--- config.mk ---
export PLATFORM = sky130hd
export DESIGN_NAME = mem_arbiter_rr
export DESIGN_NICKNAME = d
export VERILOG_FILES = /design/src/rtl/mem_arbiter_rr.sv
export SDC_FILE = /design/constraint.sdc
export NUM_CORES = 1
export LEC_CHECK = 0
export CAP_MARGIN = 20
export CORE_AREA = 2 2 288 290
export DETAILED_ROUTE_END_ITERATION = 12
export DIE_AREA = 0 0 290 292
export GPL_TIMING_DRIVEN = 0
export SLEW_MARGIN = 40
export SYNTH_ARGS = -nofsm -noshare
export SYNTH_HDL_FRONTEND = slang
export SYNTH_SLANG_ARGS = --single-unit
--- constraint.sdc ---
create_clock -name clk -period 2.25 [get_ports clk]
set_input_delay 0.3375 -clock clk [delete_from_list [all_inputs] [get_ports clk]]
set_output_delay 0.3375 -clock clk [all_outputs]
set_load 0.02 [all_outputs]
--- src/rtl/mem_arbiter_rr.sv ---
// -----------------------------------------------------------------------------
// mem_arbiter_rr
//   Shares one slow line-oriented memory between NUM_CH cache channels.
//   Requests are arbitrated round-robin (PRIO_MODE=0) or by fixed priority
//   with channel 0 highest (PRIO_MODE=1). The winner's address, write line and
//   read/write kind are latched, presented to memory for the whole BUSY phase,
//   and completion is signalled by a one-cycle ch_ready pulse to the winner.
//
// Ports
//   clk, rst_n              clock (rising edge), asynchronous active-low reset
//   ch_read / ch_write      per-channel line read / write request
//   ch_addr                 per-channel line address, channel i at [i*ADDR_W +: ADDR_W]
//   ch_wdata                per-channel write line, channel i at [i*LINE_W +: LINE_W]
//   ch_rdata                last line read from memory, broadcast to all channels
//   ch_ready                one-cycle completion pulse for the granted channel
//   mem_read / mem_write    command to memory, exactly one high while BUSY
//   mem_addr / mem_wdata    latched address / write line for memory
//   mem_rdata / mem_ready   read line and completion strobe from memory
//   grant_id                index of the channel owning (or last owning) memory
// -----------------------------------------------------------------------------
module mem_arbiter_rr #(
    parameter int  NUM_CH    = 2,
    parameter int  ADDR_W    = 28,
    parameter int  LINE_W    = 128,
    parameter int  PRIO_MODE = 0,
    localparam int GID_W     = (NUM_CH > 2) ? $clog2(NUM_CH) : 1
) (
    input  logic                       clk,
    input  logic                       rst_n,
    input  logic [NUM_CH-1:0]          ch_read,
    input  logic [NUM_CH-1:0]          ch_write,
    input  logic [NUM_CH*ADDR_W-1:0]   ch_addr,
    input  logic [NUM_CH*LINE_W-1:0]   ch_wdata,
    output logic [LINE_W-1:0]          ch_rdata,
    output logic [NUM_CH-1:0]          ch_ready,
    output logic                       mem_read,
    output logic                       mem_write,
    output logic [ADDR_W-1:0]          mem_addr,
    output logic [LINE_W-1:0]          mem_wdata,
    input  logic [LINE_W-1:0]          mem_rdata,
    input  logic                       mem_ready,
    output logic [GID_W-1:0]           grant_id
);

    typedef enum logic [1:0] {
        ST_IDLE = 2'd0,
        ST_BUSY = 2'd1,
        ST_RESP = 2'd2
    } state_e;

    state_e              state_q,      state_d;
    logic [GID_W-1:0]    gid_q,        gid_d;
    logic [GID_W-1:0]    last_grant_q, last_grant_d;
    logic                is_write_q,   is_write_d;
    logic [ADDR_W-1:0]   addr_q,       addr_d;
    logic [LINE_W-1:0]   wdata_q,      wdata_d;
    logic [LINE_W-1:0]   rdata_q,      rdata_d;

    logic [NUM_CH-1:0]   req;
    int                  win;

    // Winner selection. Descending loops let the last hit (the one with the
    // smallest search distance) win without needing an early exit.
    function automatic int pick_winner(input logic [NUM_CH-1:0] r, input int last);
        int w;
        int idx;
        w = 0;
        if (PRIO_MODE != 0) begin
            for (int i = NUM_CH - 1; i >= 0; i--) begin
                if ((r & (NUM_CH'(1) << i)) != '0) w = i;
            end
        end else begin
            // Search starts one past the previous winner and wraps around.
            for (int k = NUM_CH; k >= 1; k--) begin
                idx = last + k;
                if (idx >= NUM_CH) idx = idx - NUM_CH;
                if ((r & (NUM_CH'(1) << idx)) != '0) w = idx;
            end
        end
        return w;
    endfunction

    // NOTE: every signal assigned here gets a default first so that no path
    // leaves it unassigned, which would otherwise infer a latch.
    always_comb begin
        state_d      = state_q;
        gid_d        = gid_q;
        last_grant_d = last_grant_q;
        is_write_d   = is_write_q;
        addr_d       = addr_q;
        wdata_d      = wdata_q;
        rdata_d      = rdata_q;
        req          = ch_read | ch_write;
        win          = pick_winner(req, int'(last_grant_q));

        case (state_q)
            ST_IDLE: begin
                if (req != '0) begin
                    state_d      = ST_BUSY;
                    gid_d        = GID_W'(win);
                    last_grant_d = GID_W'(win);
                    // A channel raising both read and write is served as a write.
                    is_write_d   = (ch_write & (NUM_CH'(1) << win)) != '0;
                    addr_d       = ADDR_W'(ch_addr >> (win * ADDR_W));
                    wdata_d      = LINE_W'(ch_wdata >> (win * LINE_W));
                end
            end
            ST_BUSY: begin
                if (mem_ready) begin
                    state_d = ST_RESP;
                    if (!is_write_q) rdata_d = mem_rdata;
                end
            end
            ST_RESP: state_d = ST_IDLE;
            default: state_d = ST_IDLE;
        endcase
    end

    // NOTE: state registers use non-blocking assignments so every flop samples
    // its _d value from before the edge, independent of statement order.
    // NOTE: the wide data registers are reset too, because the memory-side and
    // read-data outputs must read as zero while reset is asserted.
    always_ff @(posedge clk or negedge rst_n) begin
        if (!rst_n) begin
            state_q      <= ST_IDLE;
            gid_q        <= '0;
            last_grant_q <= GID_W'(NUM_CH - 1);
            is_write_q   <= 1'b0;
            addr_q       <= '0;
            wdata_q      <= '0;
            rdata_q      <= '0;
        end else begin
            state_q      <= state_d;
            gid_q        <= gid_d;
            last_grant_q <= last_grant_d;
            is_write_q   <= is_write_d;
            addr_q       <= addr_d;
            wdata_q      <= wdata_d;
            rdata_q      <= rdata_d;
        end
    end

    // Outputs decode registered state only, so they are glitch-free and
    // stable for the whole BUSY phase.
    always_comb begin
        ch_ready = '0;
        if (state_q == ST_RESP) ch_ready = NUM_CH'(1) << gid_q;
    end

    assign mem_read  = (state_q == ST_BUSY) && !is_write_q;
    assign mem_write = (state_q == ST_BUSY) &&  is_write_q;
    assign mem_addr  = addr_q;
    assign mem_wdata = wdata_q;
    assign ch_rdata  = rdata_q;
    assign grant_id  = gid_q;

endmodule

==> results.txt, run 1 <==
- Critical Path End Type: register
- STA classifies the critical path startpoint as a primary input.
- Once placement finished, the instance area stood at 0.0218 sq mm.
* Post-synthesis register bit count: 289
- By area the synthesized netlist is led by sky130_fd_sc_hd__dfrtp_1, sky130_fd_sc_hd__mux2_2, sky130_fd_sc_hd__a2bb2oi_1.
* Residual DRC: 0
- The floorplan has 105 rows.
- Yosys Warn Count: 0
- In this run the most used layer during global routing was met2.
- After synthesis, the mean cell area works out to 12.4 sq um.
* Violation count after the first detailed-route iteration: 643
- The min-delay analysis places its worst path in the category primary input to asynchronous set/reset pin.
* Worst setup startpoint: ch_write[1]
- Setup repair after global routing missed its margin: true
* Cell leakage power: 8.65 nW
- Part of the cycle the worst path needs: 96.6%
- From left edge to right edge, the die measures 290 um.
- Number of port buffers: 735
- Die span in y: 292 um
- CTS saw 289 sinks.
- Summing all non-filler instances in the final layout gives an area of 0.0232 sq mm.
- Floorplan Core Area: 0.0816 sq mm
- The initial antenna violation count is 13.
* Data required time at the worst endpoint: 2.73 ns
- Global routing used 15.5% of the available tracks across all layers.
- WL/cell: 23.4 um
- Counting along the longest clock path gives a buffer depth of 3.
* Number of global-route vias before repair: 14.1k
- Startpoint-to-endpoint class of the critical path: primary input to register
* Post-layout nets: 2275
* CP Cell Sequence: clkdlybuf4s50_1 > nor4_4 > buf_4 > buf_2 > a311oi_2 > a2bb2oi_1
* Area leader, netlist: sky130_fd_sc_hd__dfrtp_1
* Number of distinct library cell variants in the gate-level netlist after synthesis: 26
- The HPWL after detailed placement is 53.5 mm.
* Later-pin clock latency in the skew report: 0.57 ns
- Max-cap viol count: 0
- Wire length reported by the detailed router: 68.6 mm
* Slew at the pin closest to its max-slew limit: 0.793 ns
- The max-slew violation count is 0.
- Run status: complete, no violations
- The total overflow left after global routing is 0.
- For this block, the via count after detailed routing is 13.1k.
* Final Wtd Congestion: 0.943
* Worst IR drop on VDD: 816 uV
- Headroom to the max-slew limit came out at 47.1%.
- In the routed layout, each cell is associated on average with a via count of 4.46.
* Post-Route Skew: 0.0196 ns
* Reg-to-reg critical path startpoint: state_q[1]
* Library cell contributing the largest single delay on the critical path: sky130_fd_sc_hd__nor4_4
* Routing usage on met3: 4.78%
- Static timing analysis puts the maximum clock frequency at 0.460 GHz.
- The first detailed-routing pass took 5 iterations.
* CTS HTree Levels: 2
- Synthesis produced a netlist with a net count of 1494.
* Share of post-route cells with drive strength above 1: 15.5%
- Initial core utilization: 15.9%
- CP Max Fanout: 10
- Layout Area Growth over Synthesis: 78.5%
- Aggregate negative setup slack: 0 ns
* Power density normalized to cell area: 1470 mW/mm^2
- Critical path data arrival time: 2.65 ns
- Maximum number of pins on one net before global-route repair: 70
- Critical path's largest stage delay: 0.71 ns
- The die covers 0.0847 sq mm.
- TritonCTS built the clock tree.
* Final critical delay including setup and external delays: 2.17 ns
* Boundary Pins: 736
* Clock root buffer: sky130_fd_sc_hd__clkbuf_16
- Final hold violations: 0
- Reg clk slew, reported paths: 0.06 ns
* Part of the Yosys area used for sequential elements: 55.8%
* Wire length of the first global-routing pass: 97.8 mm
* Top-area cell type share of the netlist area: 55.6%
- Number of buffers inserted during clock tree synthesis: 37
* Synthesized area: 0.0130 sq mm
- Number of failing setup endpoints in the final timing report: 0
- In this run the remaining antenna-violating nets after routing total 0.
* Core utilization of the finished layout: 28.4%
- GR met1 Demand/Resource: 18.5%
- Total design power: 34.2 mW
- Gate Count Post-Synth: 1047
- Met2 track demand over resource: 26.5%
-- worst max-delay path, delay by kind of cell --
kind / cells / cell delay, ns
AOI/OAI and AO/OA: 2 / 0.31
buffers and inverters: 3 / 1.27
and+or+nand+nor: 1 / 0.71
-- cell usage after synthesis (all sizes together) --
| master | count |
|---|---|
| nor3 | 1 |
| clkbuf | 63 |
| or2 | 3 |
| nor4 | 1 |
| a311oi | 156 |
| nand2 | 2 |
| inv | 2 |
| o31ai | 1 |
| a21oi | 1 |
| dfrtp | 288 |
| nand2b | 2 |
| mux2 | 128 |
| buf | 72 |
| nor2 | 6 |
| o2bb2ai | 2 |
| dfstp | 1 |
| o21ai | 159 |
| a2bb2oi | 156 |
| nor3b | 1 |
| and3b | 1 |
| o21a | 1 |
-- sequential cells by signal, summed over array words and instances (netlist names) --
name,cells
mem_addr,28
state_q,2
last_grant_q,1
mem_wdata,128
ch_rdata,128
grant_id,1
is_write_q,1
-- cells by family (layout without fill, tap and decap cells) --
family	count (synthesis)	after routing	share of synthesized area, %
AOI/OAI and AO/OA	476	476	27.5
buffers and inverters	137	946	4.85
DFF	289	289	55.8
muxes	128	128	11.1
other	0	5	0
and+or+nand+nor	17	17	0.801
-- cell type report --
cell class | count | area, sq um
fillers | 8343 | 58400
diodes | 5 | 12.5
inverters | 2 | 7.51
repair buffers | 743 | 7540
clock inverters | 11 | 138
multi-input cells | 621 | 5180
clock buffers | 56 | 1050
plain buffers | 134 | 659
flip-flops and latches | 289 | 7230
well taps | 1070 | 1340
-- layer usage --
| layer | up-vias | wire (um) |
|---|---|---|
| li1 | 5736 | - |
| met1 | 6574 | 27800 |
| met2 | 640 | 33300 |
| met3 | 113 | 5330 |
| met4 | 8 | 2070 |
| met5 | - | 45 |
-- through the flow --
step	std cells	hold slack [ns]	setup slack (ns)
after global routing	2928	0.165	-0.0308
after global placement	2852	0.490	-12.24
after CTS	2925	0.157	0.00691
after floorplan	1047	0.0419	0.673
final	2931	0.201	0.0766
after detailed placement	2858	0.188	-0.885
-- what timing repair did --
| action | in CTS | in global routing |
|---|---|---|
| endpoints found under the hold margin | 133 | 0 |
| setup endpoints to repair | 237 | 170 |
| hold buffers | 1 | 0 |
| pin swaps | 0 | 3 |
| setup buffers | 0 | 1 |
| gates resized for setup | 21 | 24 |
-- layout by cell type (no fill, tap or decap), types with 2 or more instances in the layout --
cell	count
sky130_fd_sc_hd__o21ai_1	2
sky130_fd_sc_hd__dfrtp_1	287
sky130_fd_sc_hd__o21ai_0	157
sky130_fd_sc_hd__buf_4	16
sky130_fd_sc_hd__nand2b_1	2
sky130_fd_sc_hd__buf_1	2
sky130_fd_sc_hd__clkbuf_8	5
sky130_fd_sc_hd__nor2_1	5
sky130_fd_sc_hd__clkbuf_16	37
sky130_fd_sc_hd__mux2_2	128
sky130_fd_sc_hd__clkdlybuf4s50_1	731
sky130_fd_sc_hd__clkbuf_2	14
sky130_fd_sc_hd__diode_2	5
sky130_fd_sc_hd__clkbuf_4	2
sky130_fd_sc_hd__buf_8	2
sky130_fd_sc_hd__a2bb2oi_1	156
sky130_fd_sc_hd__buf_16	5
sky130_fd_sc_hd__buf_2	51
sky130_fd_sc_hd__o2bb2ai_1	2
sky130_fd_sc_hd__clkbuf_1	62
sky130_fd_sc_hd__dlygate4sd2_1	3
sky130_fd_sc_hd__nand2_1	2
sky130_fd_sc_hd__a311oi_1	147
sky130_fd_sc_hd__inv_1	2
sky130_fd_sc_hd__a311oi_2	9
sky130_fd_sc_hd__clkinv_2	5
-- power breakdown --
part / internal [mW] / total [mW] / switching [mW]
clock: 3.38 / 5.90 / 2.53
sequential: 7.92 / 9.61 / 1.69
combinational: 9.10 / 18.6 / 9.54
total: 20.4 / 34.2 / 13.8
-- path summary, 6_finish.rpt --
path                                   to  slack [ns]  depth (start not counted)
max reg2reg                 mem_wdata[36]        0.13                          6
min in group clk           mem_wdata[103]        0.34                          3
max                        mem_wdata[124]        0.08                          6
max in group asynchronous    ch_rdata[62]        0.89                          5
min reg2reg                 ch_rdata[119]        0.51                          1
min                         mem_wdata[31]        0.20                          2
(Power assumes the default switching activity.)
==> inputs of run 2 (changes only) <==
--- a/config.mk
+++ b/config.mk
@@ -10,6 +10,7 @@
 export DETAILED_ROUTE_END_ITERATION = 12
 export DIE_AREA = 0 0 290 292
 export GPL_TIMING_DRIVEN = 0
+export HOLD_SLACK_MARGIN = 0.03
 export SLEW_MARGIN = 40
 export SYNTH_ARGS = -nofsm -noshare
 export SYNTH_HDL_FRONTEND = slang
==> results of run 2 <==
Final layout, timing and power as in run 1 (identical DEF).
==> inputs of run 3 (changes only) <==
==> constraint.sdc (replaced) <==
create_clock -name clk -period 2.25 [get_ports clk]
set_input_delay 0.3375 -clock clk [delete_from_list [all_inputs] [get_ports clk]]
set_output_delay 0.3375 -clock clk [all_outputs]
set_load 0.01 [all_outputs]
==> results.txt, run 3 (same netlist as run 1, synthesis figures left out) <==
* Number of buffers inserted during clock tree synthesis: 37
- Wires add up to 68.5 mm.
- At the end of the flow the core is filled with cells to 28.4%.
- Cell leakage power: 8.66 nW
- Max-cap violations in this run came to 0.
- The worst pin sits at a relative slew slack of 46.9%.
- Run status: complete, no violations
- The first global-routing pass estimated 97.8 mm of wire.
* CTS HTree Levels: 2
* CTS tree: built
- Number of failing setup endpoints in the final timing report: 0
- The final count of hold timing violations came to 0.
- The via count of the first global-routing pass is 14.1k.
- Using the TritonRoute via totals, the vias-per-cell ratio works out to 4.44.
* Internal Dissipation: 20.4 mW
- Routability-driven placement finished with a final weighted congestion of 0.943.
* Placed inst area: 0.0218 sq mm
- For this run, design rule violations remaining after detail routing come to 0.
* Filler Cell Count: 8344
* Boundary Pins: 736
- Post-Place Cells: 2858
- In this run, flip-flops and latches consume 30.0% of the power.
- Final critical delay including setup and external delays: 2.18 ns
- For this run the aggregate overflow at the end of global routing stands at 0.
- The initial utilization of the core area, before any placement, comes to 15.9%.
- Maximum number of pins on one net before global-route repair: 70
- CP Cell Sequence: clkdlybuf4s50_1 > nor4_4 > buf_4 > buf_2 > a311oi_2 > a2bb2oi_1
* Die span in y: 292 um
- In the final design database the tool counted 2275 nets.
* Part of the cycle the worst path needs: 96.8%
* Library cell contributing the largest single delay on the critical path: sky130_fd_sc_hd__nor4_4
- Slew at the pin closest to its max-slew limit: 0.797 ns
- Comb pwr share: 51.6%
- In this run the remaining antenna-violating nets after routing total 0.
- Switching power summed over all nets: 11.7 mW
- Die width: 290 um
- Floorplan Core Area: 0.0816 sq mm
- Share of post-route cells with drive strength above 1: 15.5%
- Non-Filler Cell Area, Final: 0.0232 sq mm
- Setup repair after global routing could not meet its margin everywhere.
- In this run the worst hold path is classified as primary input to asynchronous set/reset pin.
- Most common library cell in the layout ignoring fill and taps: sky130_fd_sc_hd__clkdlybuf4s50_1
- Between clock sinks in the finished design, the worst skew comes to 0.0228 ns.
* Layout Area Growth over Synthesis: 78.5%
- Number of clock sinks seen by CTS: 289
- CP Launch Type: primary input
- Summing internal, switching and leakage power gives 32.1 mW.
- Overall Global Routing Usage: 15.5%
* Violation count after the first detailed-route iteration: 631
- Slack of the worst reg-to-reg path: 0.12 ns
- Reg-to-reg critical path startpoint: state_q[0]
- Final number of max-transition violations: 0
- On the worst path, the slowest cell contributes a delay of 0.71 ns.
- Via count: 13.0k
- Clock-pin slew was measured on the worst setup and hold paths at 0.06 ns.
- The tree is rooted in a sky130_fd_sc_hd__clkbuf_16.
- Before antenna repair, the detailed router went through 5 iterations.
- The initial antenna violation count is 13.
- Derived from the worst setup path, the maximum achievable clock frequency is 0.459 GHz.
- Max clock buf depth: 3
* Number of port buffers: 735
- Critical Path End Type: register
* CP Max Fanout: 10
- WL/cell: 23.4 um
- Rows: 105
- End of the worst register-to-register path: mem_wdata[36]
- Critical path data arrival time: 2.66 ns
- Fraction of power consumed by the clock network: 18.4%
- Switching part of the total: 36.5%
- Count of cells along the worst register-to-register path: 6
- For the worst setup path, the data required time is 2.73 ns.
* Later-pin clock latency in the skew report: 0.56 ns
- Power density normalized to cell area: 1390 mW/mm^2
* Startpoint-to-endpoint class of the critical path: primary input to register
- Die outline area: 0.0847 sq mm
* Final standard cell count with taps included and fillers excluded: 2931
- Detailed-placement wirelength estimate: 53.5 mm
- Worst IR drop on VDD: 735 uV
- The library cells used most frequently in the layout, excluding fill and tap cells, are sky130_fd_sc_hd__clkdlybuf4s50_1, sky130_fd_sc_hd__dfrtp_1, sky130_fd_sc_hd__o21ai_0, sky130_fd_sc_hd__a2bb2oi_1, sky130_fd_sc_hd__a311oi_1.
## run 3: layout make-up
class                      count  area (sq um)  share of cell area, %
buffer                       134           658                   2.84
antenna                        5          12.5                 0.0540
clock inverter                11           138                  0.594
tap                         1070          1340                   5.78
inverter                       2          7.51                 0.0324
multi-input combinational    621          5180                   22.4
timing repair buffer         743          7550                   32.6
sequential                   289          7230                   31.2
clock buffer                  56          1050                   4.52
## run 3: worst max-delay path: cells and delay by family
kind,cells,cell delay (ns)
AO/OA/AOI/OAI,2,0.30
AND/OR/NAND/NOR,1,0.71
buffers and inverters,3,1.28
## run 3: timing repair
item | 4_1_cts | 5_1_grt
hold buffers | 1 | 0
endpoints found under the setup margin | 235 | 171
gates resized for setup | 19 | 26
hold endpoints to repair | 133 | 0
cloned | 0 | 0
pin swaps | 0 | 3
setup buffers | 0 | 1
## run 3: stage by stage
step / TNS, ns / setup slack [ns] / hold WS, ns
floorplan: 0 / 0.673 / 0.0419
global placement: -3735.75 / -12.24 / 0.490
detailed placement: -134.49 / -0.885 / 0.188
CTS: -0.0223 / -0.0223 / 0.157
global route: -0.103 / -0.0265 / 0.165
finish: 0 / 0.0717 / 0.195
## run 3: worst max-delay path by stage
stage	slack, ns	depth (start not counted)	end	start
after detailed placement	-0.88	6	mem_wdata[124]	ch_write[0]
after global placement	-12.24	1	ch_rdata[48]	rst_n
after CTS	-0.02	3	mem_read	state_q[1]
final	0.07	6	mem_wdata[124]	ch_write[1]
after floorplan	0.67	5	ch_rdata[107]	state_q[1]
after global routing	-0.03	6	mem_wdata[41]	state_q[0]
## run 3: power groups by stage
stage / combinational (mW) / sequential [mW] / clock (mW)
after global placement: 16.3 / 9.55 / 0
after detailed placement: 16.6 / 9.58 / 0
after CTS: 16.7 / 9.59 / 6.14
final: 16.6 / 9.62 / 5.91
after floorplan: 6.26 / 10.5 / 0
after global routing: 17.6 / 9.90 / 6.35
## run 3: layer usage
layer | vias to the layer above | part of all wire, % | global-route usage [%]
met5 | - | 0.063 | 0
li1 | 5723 | - | -
met1 | 6549 | 40 | 18.5
met2 | 635 | 49 | 26.5
met3 | 109 | 8.0 | 4.78
met4 | 8 | 3.0 | 4.95
